<file path="config.mk">
export PLATFORM = sky130hd
export DESIGN_NAME = mem_access_unit
export DESIGN_NICKNAME = d
export VERILOG_FILES = /design/src/rtl/mem_access_pkg.sv /design/src/rtl/mau_lane_align.sv /design/src/rtl/mem_access_unit.sv
export SDC_FILE = /design/constraint.sdc
export NUM_CORES = 1
export LEC_CHECK = 0
export ABC_CLOCK_PERIOD_IN_PS = 2900
export BUFFER_PORTS_ARGS = -buffer_cell sky130_fd_sc_hd__buf_2
export CELL_PAD_IN_SITES_DETAIL_PLACEMENT = 0
export CELL_PAD_IN_SITES_GLOBAL_PLACEMENT = 1
export CORE_MARGIN = 4
export CORE_UTILIZATION = 37
export CTS_CLUSTER_DIAMETER = 30
export DETAILED_ROUTE_END_ITERATION = 16
export PLACE_DENSITY_LB_ADDON = 0.1
export SLEW_MARGIN = 20
export SYNTH_ARGS = -nofsm -noshare
export SYNTH_HDL_FRONTEND = slang
export SYNTH_SLANG_ARGS = --single-unit
</file>
<file path="constraint.sdc">
create_clock -name clk -period 2.9 [get_ports clk]
set_input_delay 0.29 -clock clk [delete_from_list [all_inputs] [get_ports clk]]
set_output_delay 0.29 -clock clk [all_outputs]
set_load 0.05 [all_outputs]
</file>
<file path="src/rtl/mem_access_pkg.sv">
// Shared definitions for the data-memory access unit: funct3 encodings,
// FSM state type and the request legality rule.
package mem_access_pkg;

    localparam logic [2:0] F3_B  = 3'b000;
    localparam logic [2:0] F3_H  = 3'b001;
    localparam logic [2:0] F3_W  = 3'b010;
    localparam logic [2:0] F3_BU = 3'b100;
    localparam logic [2:0] F3_HU = 3'b101;

    typedef enum logic [1:0] {
        IDLE = 2'd0,
        RD   = 2'd1,
        WR   = 2'd2,
        RESP = 2'd3
    } mau_state_t;

    // Unsigned variants exist only for loads; halfwords need even, words
    // need word-aligned addresses.
    function automatic logic req_legal(input logic we, input logic [2:0] funct3,
                                       input logic [1:0] offset);
        logic ok;
        case (funct3)
            F3_B:    ok = 1'b1;
            F3_BU:   ok = !we;
            F3_H:    ok = !offset[0];
            F3_HU:   ok = !we && !offset[0];
            F3_W:    ok = (offset == 2'b00);
            default: ok = 1'b0;
        endcase
        return ok;
    endfunction

endpackage

</file>
<file path="src/rtl/mau_lane_align.sv">
// Combinational lane logic: extracts and extends load data from a memory word,
// and merges sub-word store data into the old word for read-modify-write.
module mau_lane_align
    import mem_access_pkg::*;
(
    input  logic [31:0] word,
    input  logic [1:0]  offset,
    input  logic [2:0]  funct3,
    input  logic [31:0] store_data,
    output logic [31:0] load_data,
    output logic [31:0] store_word
);

    logic [7:0]  byte_sel;
    logic [15:0] half_sel;

    always_comb begin
        byte_sel = word[{offset, 3'b000} +: 8];
        half_sel = word[{offset[1], 4'b0000} +: 16];

        case (funct3)
            F3_B:    load_data = 32'($signed(byte_sel));
            F3_BU:   load_data = {24'd0, byte_sel};
            F3_H:    load_data = 32'($signed(half_sel));
            F3_HU:   load_data = {16'd0, half_sel};
            default: load_data = word;
        endcase

        store_word = word;
        case (funct3)
            F3_B:    store_word[{offset, 3'b000} +: 8]     = store_data[7:0];
            F3_H:    store_word[{offset[1], 4'b0000} +: 16] = store_data[15:0];
            default: store_word = store_data;
        endcase
    end

endmodule

</file>
<file path="src/rtl/mem_access_unit.sv">
// Initiator for a word-wide data memory: byte/half/word loads and stores,
// sub-word stores done as read-modify-write, one request in flight.
module mem_access_unit
    import mem_access_pkg::*;
#(
    parameter int ADDR_W = 32
) (
    input  logic              clk,
    input  logic              rst_n,
    input  logic              req_valid,
    output logic              req_ready,
    input  logic              req_we,
    input  logic [2:0]        req_funct3,
    input  logic [ADDR_W-1:0] req_addr,
    input  logic [31:0]       req_wdata,
    output logic              resp_valid,
    input  logic              resp_ready,
    output logic [31:0]       resp_rdata,
    output logic              resp_err,
    output logic              mem_ren,
    output logic              mem_wen,
    output logic [ADDR_W-1:0] mem_addr,
    output logic [31:0]       mem_wdata,
    input  logic [31:0]       mem_rdata
);

    mau_state_t        state, next_state;
    logic              we_q;
    logic [2:0]        funct3_q;
    logic [1:0]        offset_q;
    logic [ADDR_W-1:0] addr_q;
    logic [31:0]       wdata_q;
    logic [31:0]       rdata_q;
    logic              err_q;
    logic              accept;
    logic              legal;
    logic [31:0]       load_data;
    logic [31:0]       store_word;

    assign accept = req_valid && req_ready;
    assign legal  = req_legal(req_we, req_funct3, req_addr[1:0]);

    always_ff @(posedge clk or negedge rst_n) begin
        if (!rst_n) state <= IDLE;
        else        state <= next_state;
    end

    always_comb begin
        next_state = state;
        case (state)
            IDLE: begin
                if (accept) begin
                    if (!legal)                            next_state = RESP;
                    else if (req_we && req_funct3 == F3_W) next_state = WR;
                    else                                   next_state = RD;
                end
            end
            RD:      next_state = we_q ? WR : RESP;
            WR:      next_state = RESP;
            RESP:    if (resp_ready) next_state = IDLE;
            default: next_state = IDLE;
        endcase
    end

    // wdata_q carries raw store data until RD, then the merged word for WR.
    always_ff @(posedge clk or negedge rst_n) begin
        if (!rst_n) begin
            we_q     <= 1'b0;
            funct3_q <= '0;
            offset_q <= '0;
            addr_q   <= '0;
            wdata_q  <= '0;
            rdata_q  <= '0;
            err_q    <= 1'b0;
        end else if (accept) begin
            we_q     <= req_we;
            funct3_q <= req_funct3;
            offset_q <= req_addr[1:0];
            addr_q   <= {req_addr[ADDR_W-1:2], 2'b00};
            wdata_q  <= (req_we && legal) ? req_wdata : 32'd0;
            rdata_q  <= '0;
            err_q    <= !legal;
        end else if (state == RD) begin
            if (we_q) wdata_q <= store_word;
            else      rdata_q <= load_data;
        end
    end

    mau_lane_align u_lane_align (
        .word       (mem_rdata),
        .offset     (offset_q),
        .funct3     (funct3_q),
        .store_data (wdata_q),
        .load_data  (load_data),
        .store_word (store_word)
    );

    // Strobes decode directly from the state flop, so they are glitch-free
    // around the memory's falling-edge sample and clear with async reset.
    assign req_ready  = rst_n && (state == IDLE);
    assign resp_valid = (state == RESP);
    assign resp_err   = err_q;
    assign resp_rdata = rdata_q;
    assign mem_ren    = (state == RD);
    assign mem_wen    = (state == WR);
    assign mem_addr   = addr_q;
    assign mem_wdata  = wdata_q;

endmodule

</file>
==> results of run 1 <==
==> layout by cell type (no fill, tap or decap), drive strengths merged, types with 3 or more instances in the layout <==
cell     Yosys  routed
a2111oi      4       4
a211oi       9       9
a21o         4       4
a21oi       25      25
a221o       32      32
a22o        10      10
a22oi       18      18
a31oi        9       9
a32o         4       4
and3        10      10
buf         30     219
clkbuf      18      11
dfrtp      103     103
ha          10      10
inv         16      18
mux2        10      10
mux2i       24      24
mux4         4       4
nand2      146     146
nand2b       6       6
nor2        21      21
nor2b        4       4
o21ai       47      47
o22ai        6       6
or3          3       3
==> per-layer routing <==
layer / share of wire / vias up / GRT usage
met5: 0 / - / 0
met4: 0.022 / 0 / 0.0718
met3: 0.077 / 26 / 0.0493
met2: 0.46 / 241 / 0.364
met1: 0.44 / 2638 / 0.306
li1: - / 2528 / -
==> kinds of logic (layout without fill, tap and decap cells) <==
logic type / count (synthesis) / in the layout / synth area share
compound gates: 178 / 178 / 0.226
simple gates: 206 / 206 / 0.163
fa+ha+maj: 10 / 10 / 0.0221
flops: 103 / 103 / 0.456
mux: 38 / 38 / 0.0806
buf+inv: 65 / 251 / 0.0516
other cells: 1 / 2 / 0.000663
==> area by class of cell <==
type,instances,area [um2],area share
multi-input combinational,434,2810,0.395
sequential,103,2580,0.362
timing repair buffer,219,1140,0.160
clock buffer,11,243,0.0341
tap,184,230,0.0323
inverter,17,63.8,0.00897
clock inverter,4,52.6,0.00738
==> worst reg2reg max path: cells and delay by family (launching register included) <==
family,cells,cell delay (ns)
fa+ha+maj,1,0.31
buf+inv,1,0.13
compound gates,1,0.27
flops,1,0.41
simple gates,2,1.08
==> state kept, by name, indices dropped and copies added (netlist names) <==
signal,count
offset_q,2
we_q,1
resp_err,1
mem_wdata,32
state,2
funct3_q,3
mem_addr,30
resp_rdata,32
==> report_power, final <==
part           total (mW)  switching (mW)  internal [mW]
sequential           2.62           0.503           2.12
clock                1.26           0.569          0.695
combinational        6.05            4.28           1.76
==> through the flow <==
stage	utilization	instance area, um2
2_1_floorplan	-	5660
3_3_place_gp	0.462	6820
3_5_place_dp	0.462	6820
4_1_cts	0.482	7120
5_1_grt	0.482	7120
6_report	0.482	7120
==> path summary, 6_finish.rpt <==
check / endpoint / cells after the start / startpoint
worst min register to register: mem_addr[14] / 2 / mem_addr[14]
min in group clk: mem_addr[17] / 3 / req_addr[17]
worst min-delay path: resp_err / 2 / rst_n
worst max register to register: resp_rdata[25] / 5 / state[1]
worst max-delay path: resp_rdata[25] / 5 / state[1]
max in group asynchronous: resp_rdata[27] / 3 / rst_n
==> summary.md, run 1 <==
| Metric | Value |
|---|---|
| Ys Warns | `0` |
| Top cell type's share of synthesized area | `0.456` |
| Max_cap viols | `0` |
| FFs w/ async S/R, synth | `1.00` |
| Final Skew | `0.00836 ns` |
| CTS tree | `yes` |
| Finished Layout Cells | `972` |
| Sink Count | `103` |
| Post-synth EDFFs | `0` |
| Crit end category | `flop` |
| First-pass GRT wire length | `31300 um` |
| Die width | `132 um` |
| I/O Pins | `205` |
| CTS H-tree depth | `3` |
| Die Height | `132 um` |
| Largest net degree at the start of global routing | `58` |
| Delay-heaviest family, CP | `simple AND/OR/NAND/NOR gates` |
| Hold Violations, Final | `0` |
| Leakage | `3.69 nW` |
| GRT overflow | `0` |
| Largest stage delay, worst path | `0.65 ns` |
| Flop2flop setup slack | `0.64 ns` |
| Via Count | `5433` |
| Total core area | `14800 um2` |
| Starting Density | `0.383` |
| Area Growth Syn to Fin | `25.9%` |
| Setup Viol. Count Final | `0` |
| Initial antenna violation count | `0` |
| CP Buf/Inv Count | `1` |
| CTS clk-pin slew, worst paths | `0.07 ns` |
| Ys flop type | `dfrtp_1` |
| Crit path kind | `flop to flop` |
| Final Max Slew Viols | `0` |
| Vias in the first global route | `5515` |
| Clock Latency Late Sink | `0.35 ns` |
| # diodes | `0` |
| Synth unique cells | `56` |
| PwrDens | `1400 nW/um2` |
| Worst slack, placed | `0.682 ns` |
| Post-DP HPWL | `14700 um` |
| Die area | `17300 um2` |
| Initial DRT Pass Iterations | `5` |
| Worst Max-Slew Pin Slew | `0.756 ns` |
| Post-Syn Area | `5650 um2` |
| Vias per cell | `5.59` |
| Worst VDD drop | `0.654 mV` |
| Critical path data arrival time | `2.55 ns` |
| RSZ-0062 raised after global routing | `no` |
| Synth top area cells | `dfrtp_1 (46%), nand2_1 (9.7%), a221o_1 (5.7%)` |
| Row count | `44` |
| Number of synthesized register bits | `103` |
| CTS root buffer | `clkbuf_16` |
| CP Cell Sequence | `inv_1, ha_1, nor2b_1, and3_1, a221o_1` |
| Tmin final | `2.26 ns` |
| Worst path slowest cell | `and3_1` |
| Setup TNS | `0 ns` |
| Fin crit share | `0.778` |
| Fin worst setup slack | `0.643 ns` |
| GPL Wtd Cong | `0.850` |
| Worst Hold Class | `input port to asynchronous set/reset pin` |
| Worst hold slack | `0.0689 ns` |
| DRT Wirelength | `19900 um` |
| Seq/Total Area, Yosys | `0.456` |
| Dominant cell by count in the synthesized netlist | `nand2_1` |
| Syn_area_per_cell | `9.41 um2` |
| DRC | `0` |
| Area leader, netlist | `dfrtp_1` |
| Required @ worst endpoint | `3.19 ns` |
| Max clock buf depth | `2` |
| CTS resizes | `0` |
| Initial DRC Count | `417` |
| Share of cells above drive strength 1 | `0.329` |
| Tot Pwr | `9.93 mW` |
| Mapped Cells | `601` |
| Hold buffer count at cts | `0` |
| Outcome | `complete, no violations` |
| CP max FO | `17` |
| Max Freq | `443 MHz` |
| Crit start category | `flop` |
| Final antenna-violating net count | `0` |
| Nets@finish | `898` |
| Post-synth top cells | `nand2_1 (146), dfrtp_1 (103), o21ai_0 (45)` |
| Post-CTS Setup Repair Bufs | `0` |
| Placed Cells | `957` |
| Slew HR | `0.496` |
| IO Port Bufs | `202` |
| Num CTS Buffers | `9` |
| DR WL/cell | `20.4 um` |
| Fillers | `1448` |
| Overall Global Routing Usage | `0.226` |
Note: power is estimated with default switching activity, not from simulation.
==> run 2: changes to the inputs <==
--- a/config.mk
+++ b/config.mk
@@ -5,7 +5,7 @@
 export SDC_FILE = /design/constraint.sdc
 export NUM_CORES = 1
 export LEC_CHECK = 0
-export ABC_CLOCK_PERIOD_IN_PS = 2900
+export ABC_CLOCK_PERIOD_IN_PS = 2200
 export BUFFER_PORTS_ARGS = -buffer_cell sky130_fd_sc_hd__buf_2
 export CELL_PAD_IN_SITES_DETAIL_PLACEMENT = 0
 export CELL_PAD_IN_SITES_GLOBAL_PLACEMENT = 1
==> constraint.sdc (replaced) <==
create_clock -name clk -period 2.2 [get_ports clk]
set_input_delay 0.22 -clock clk [delete_from_list [all_inputs] [get_ports clk]]
set_output_delay 0.22 -clock clk [all_outputs]
set_load 0.05 [all_outputs]
==> run 2 against run 1 <==
Against the previous run:
- core utilization rose by 1.2 points
- clock power rose by 25%
- fmax rose by 10%
- non-clock buffer count rose by 16
- sequential share of layout area fell by 0.86 points
- combinational power rose by 37%
- flip-flop and latch count did not move
- total power rose by 34%
- clock-buffer cell count did not move
- register-to-register slack got worse by 0.49 ns
- design area rose by 2.4%
- sequential power rose by 31%
- critical endpoint is now mem_wdata[3]
- largest power group unchanged
==> summary.md, run 2 (synthesis results as in run 1) <==
| Metric | Value |
|---|---|
| Clock Latency Late Sink | `0.36 ns` |
| DRC | `0` |
| Starting Density | `0.383` |
| Sink Count | `103` |
| Share of cells above drive strength 1 | `0.342` |
| Die Height | `132 um` |
| GPL Wtd Cong | `0.842` |
| CTS H-tree depth | `3` |
| Vias in the first global route | `5493` |
| CP max FO | `29` |
| Crit path kind | `flop to flop` |
| Final antenna-violating net count | `0` |
| Total core area | `14800 um2` |
| Via Count | `5512` |
| Leading cell type in the layout, fill and taps excluded | `buf_2` |
| Max Freq | `489 MHz` |
| Tmin final | `2.04 ns` |
| Gr busiest metal | `met2` |
| Initial antenna violation count | `0` |
| Required @ worst endpoint | `2.44 ns` |
| Max_cap viols | `0` |
| Post-CTS Setup Repair Bufs | `0` |
| CTS tree | `yes` |
| Crit end category | `flop` |
| Placed Cells | `972` |
| Slew HR | `0.474` |
| Die width | `132 um` |
| Core Util, Final | `0.494` |
| Num CTS Buffers | `9` |
| Outcome | `complete, no violations` |
| Die area | `17300 um2` |
| Row count | `44` |
| Fin crit share | `0.929` |
| Worst VDD drop | `0.800 mV` |
| Initial DRC Count | `332` |
| First-pass GRT wire length | `31500 um` |
| I/O Pins | `205` |
| Vias per cell | `5.58` |
| # diodes | `0` |
| GRT overflow | `0` |
| Nets@finish | `914` |
| IO Port Bufs | `202` |
| Leakage | `3.77 nW` |
| RSZ-0062 raised after global routing | `no` |
| Overall Global Routing Usage | `0.227` |
| DR WL/cell | `20.1 um` |
| Finished Layout Cells | `988` |
| Global Route met1 Usage | `0.301` |
| Fillers | `1443` |
| DRT Wirelength | `19900 um` |
| Final Skew | `0.0118 ns` |
| Setup Viol. Count Final | `0` |
| Hold Violations, Final | `0` |
| CTS root buffer | `clkbuf_16` |
| Worst Max-Slew Pin Slew | `0.789 ns` |
| Area Growth Syn to Fin | `29.0%` |
| Critical path data arrival time | `2.28 ns` |
| Worst Hold Class | `input port to flop` |
| Met3 usage | `0.0642` |
| Met2 Use GR | `0.359` |
| Post-DP HPWL | `14800 um` |
| Max clock buf depth | `2` |
| Final Max Slew Viols | `0` |
| PwrDens | `1820 nW/um2` |
| Most frequent cells in the layout | `buf_2 (201), nand2_1 (146), dfrtp_1 (102), o21ai_0 (45), a221o_1 (32)` |
| CTS clk-pin slew, worst paths | `0.07 ns` |
| Largest net degree at the start of global routing | `61` |
| Crit start category | `flop` |
| Initial DRT Pass Iterations | `8` |
[run 2: cell count changes in the layout (fill, tap and decap cells not counted), sizes merged]
cell and delta:
clkinv +1, clkinvlp +1, buf +15, dlygate4sd3 +1, inv -2
[run 2: repair_timing]
action	4_1_cts	5_1_grt
hold buffers	1	0
hold endpoints to repair	1	0
resized for setup	0	6
setup endpoints to repair	0	41
[run 2: critical path, stage by stage, from the launching register on]
cell      delay, ns
dfrtp_2        0.40
buf_4          0.14
buf_6          0.18
nand2b_1       0.18
and4_1         0.21
a21oi_2        0.42
mux2_2         0.39
[run 2: power by group]
group | switching (mW) | total, mW | internal [mW]
sequential | 0.650 | 3.44 | 2.79
clock | 0.711 | 1.58 | 0.874
combinational | 5.73 | 8.27 | 2.54
[run 2: final timing paths]
check	start	endpoint	slack, ns	cells after the start
max in group asynchronous	rst_n	mem_wdata[21]	0.42	4
setup reg to reg	offset_q[1]	mem_wdata[3]	0.16	6
min in group asynchronous	rst_n	resp_err	0.29	2
setup / recovery	offset_q[1]	mem_wdata[3]	0.16	6
hold reg to reg	mem_addr[18]	mem_addr[18]	0.47	2
hold / removal	req_addr[8]	mem_addr[8]	0.06	3
[run 2: routing by layer]
metal / part of all wire / vias to the layer above / routed length [um]
li1: - / 2566 / -
met1: 0.42 / 2631 / 8430
met2: 0.46 / 284 / 9150
met3: 0.084 / 31 / 1670
met4: 0.031 / 0 / 608
met5: 0 / - / 0
[run 2: cell type report]
cell class / instances / area (um2) / area share
tap: 184 / 230 / 0.0316
inverter: 17 / 63.8 / 0.00875
multi-input combinational: 434 / 2830 / 0.388
timing repair buffer: 235 / 1310 / 0.179
sequential: 103 / 2580 / 0.354
clock buffer: 11 / 233 / 0.0319
clock inverter: 4 / 47.5 / 0.00652
[run 2: stage by stage]
step / setup TNS, ns / worst slack, ns / cell area (um2) / power [mW] / hold WS, ns
after floorplan: 0 / 0.0374 / 5660 / 9.46 / -0.0756
after global placement: -1.77 / -0.240 / 6970 / 11.6 / 0.0202
after detailed placement: 0 / 0.00778 / 6980 / 11.7 / 0.0209
after CTS: 0 / 0.00252 / 7270 / 13.3 / 0.0421
after global routing: 0 / 0.0204 / 7290 / 14.1 / 0.0424
final: 0 / 0.157 / 7290 / 13.3 / 0.0558
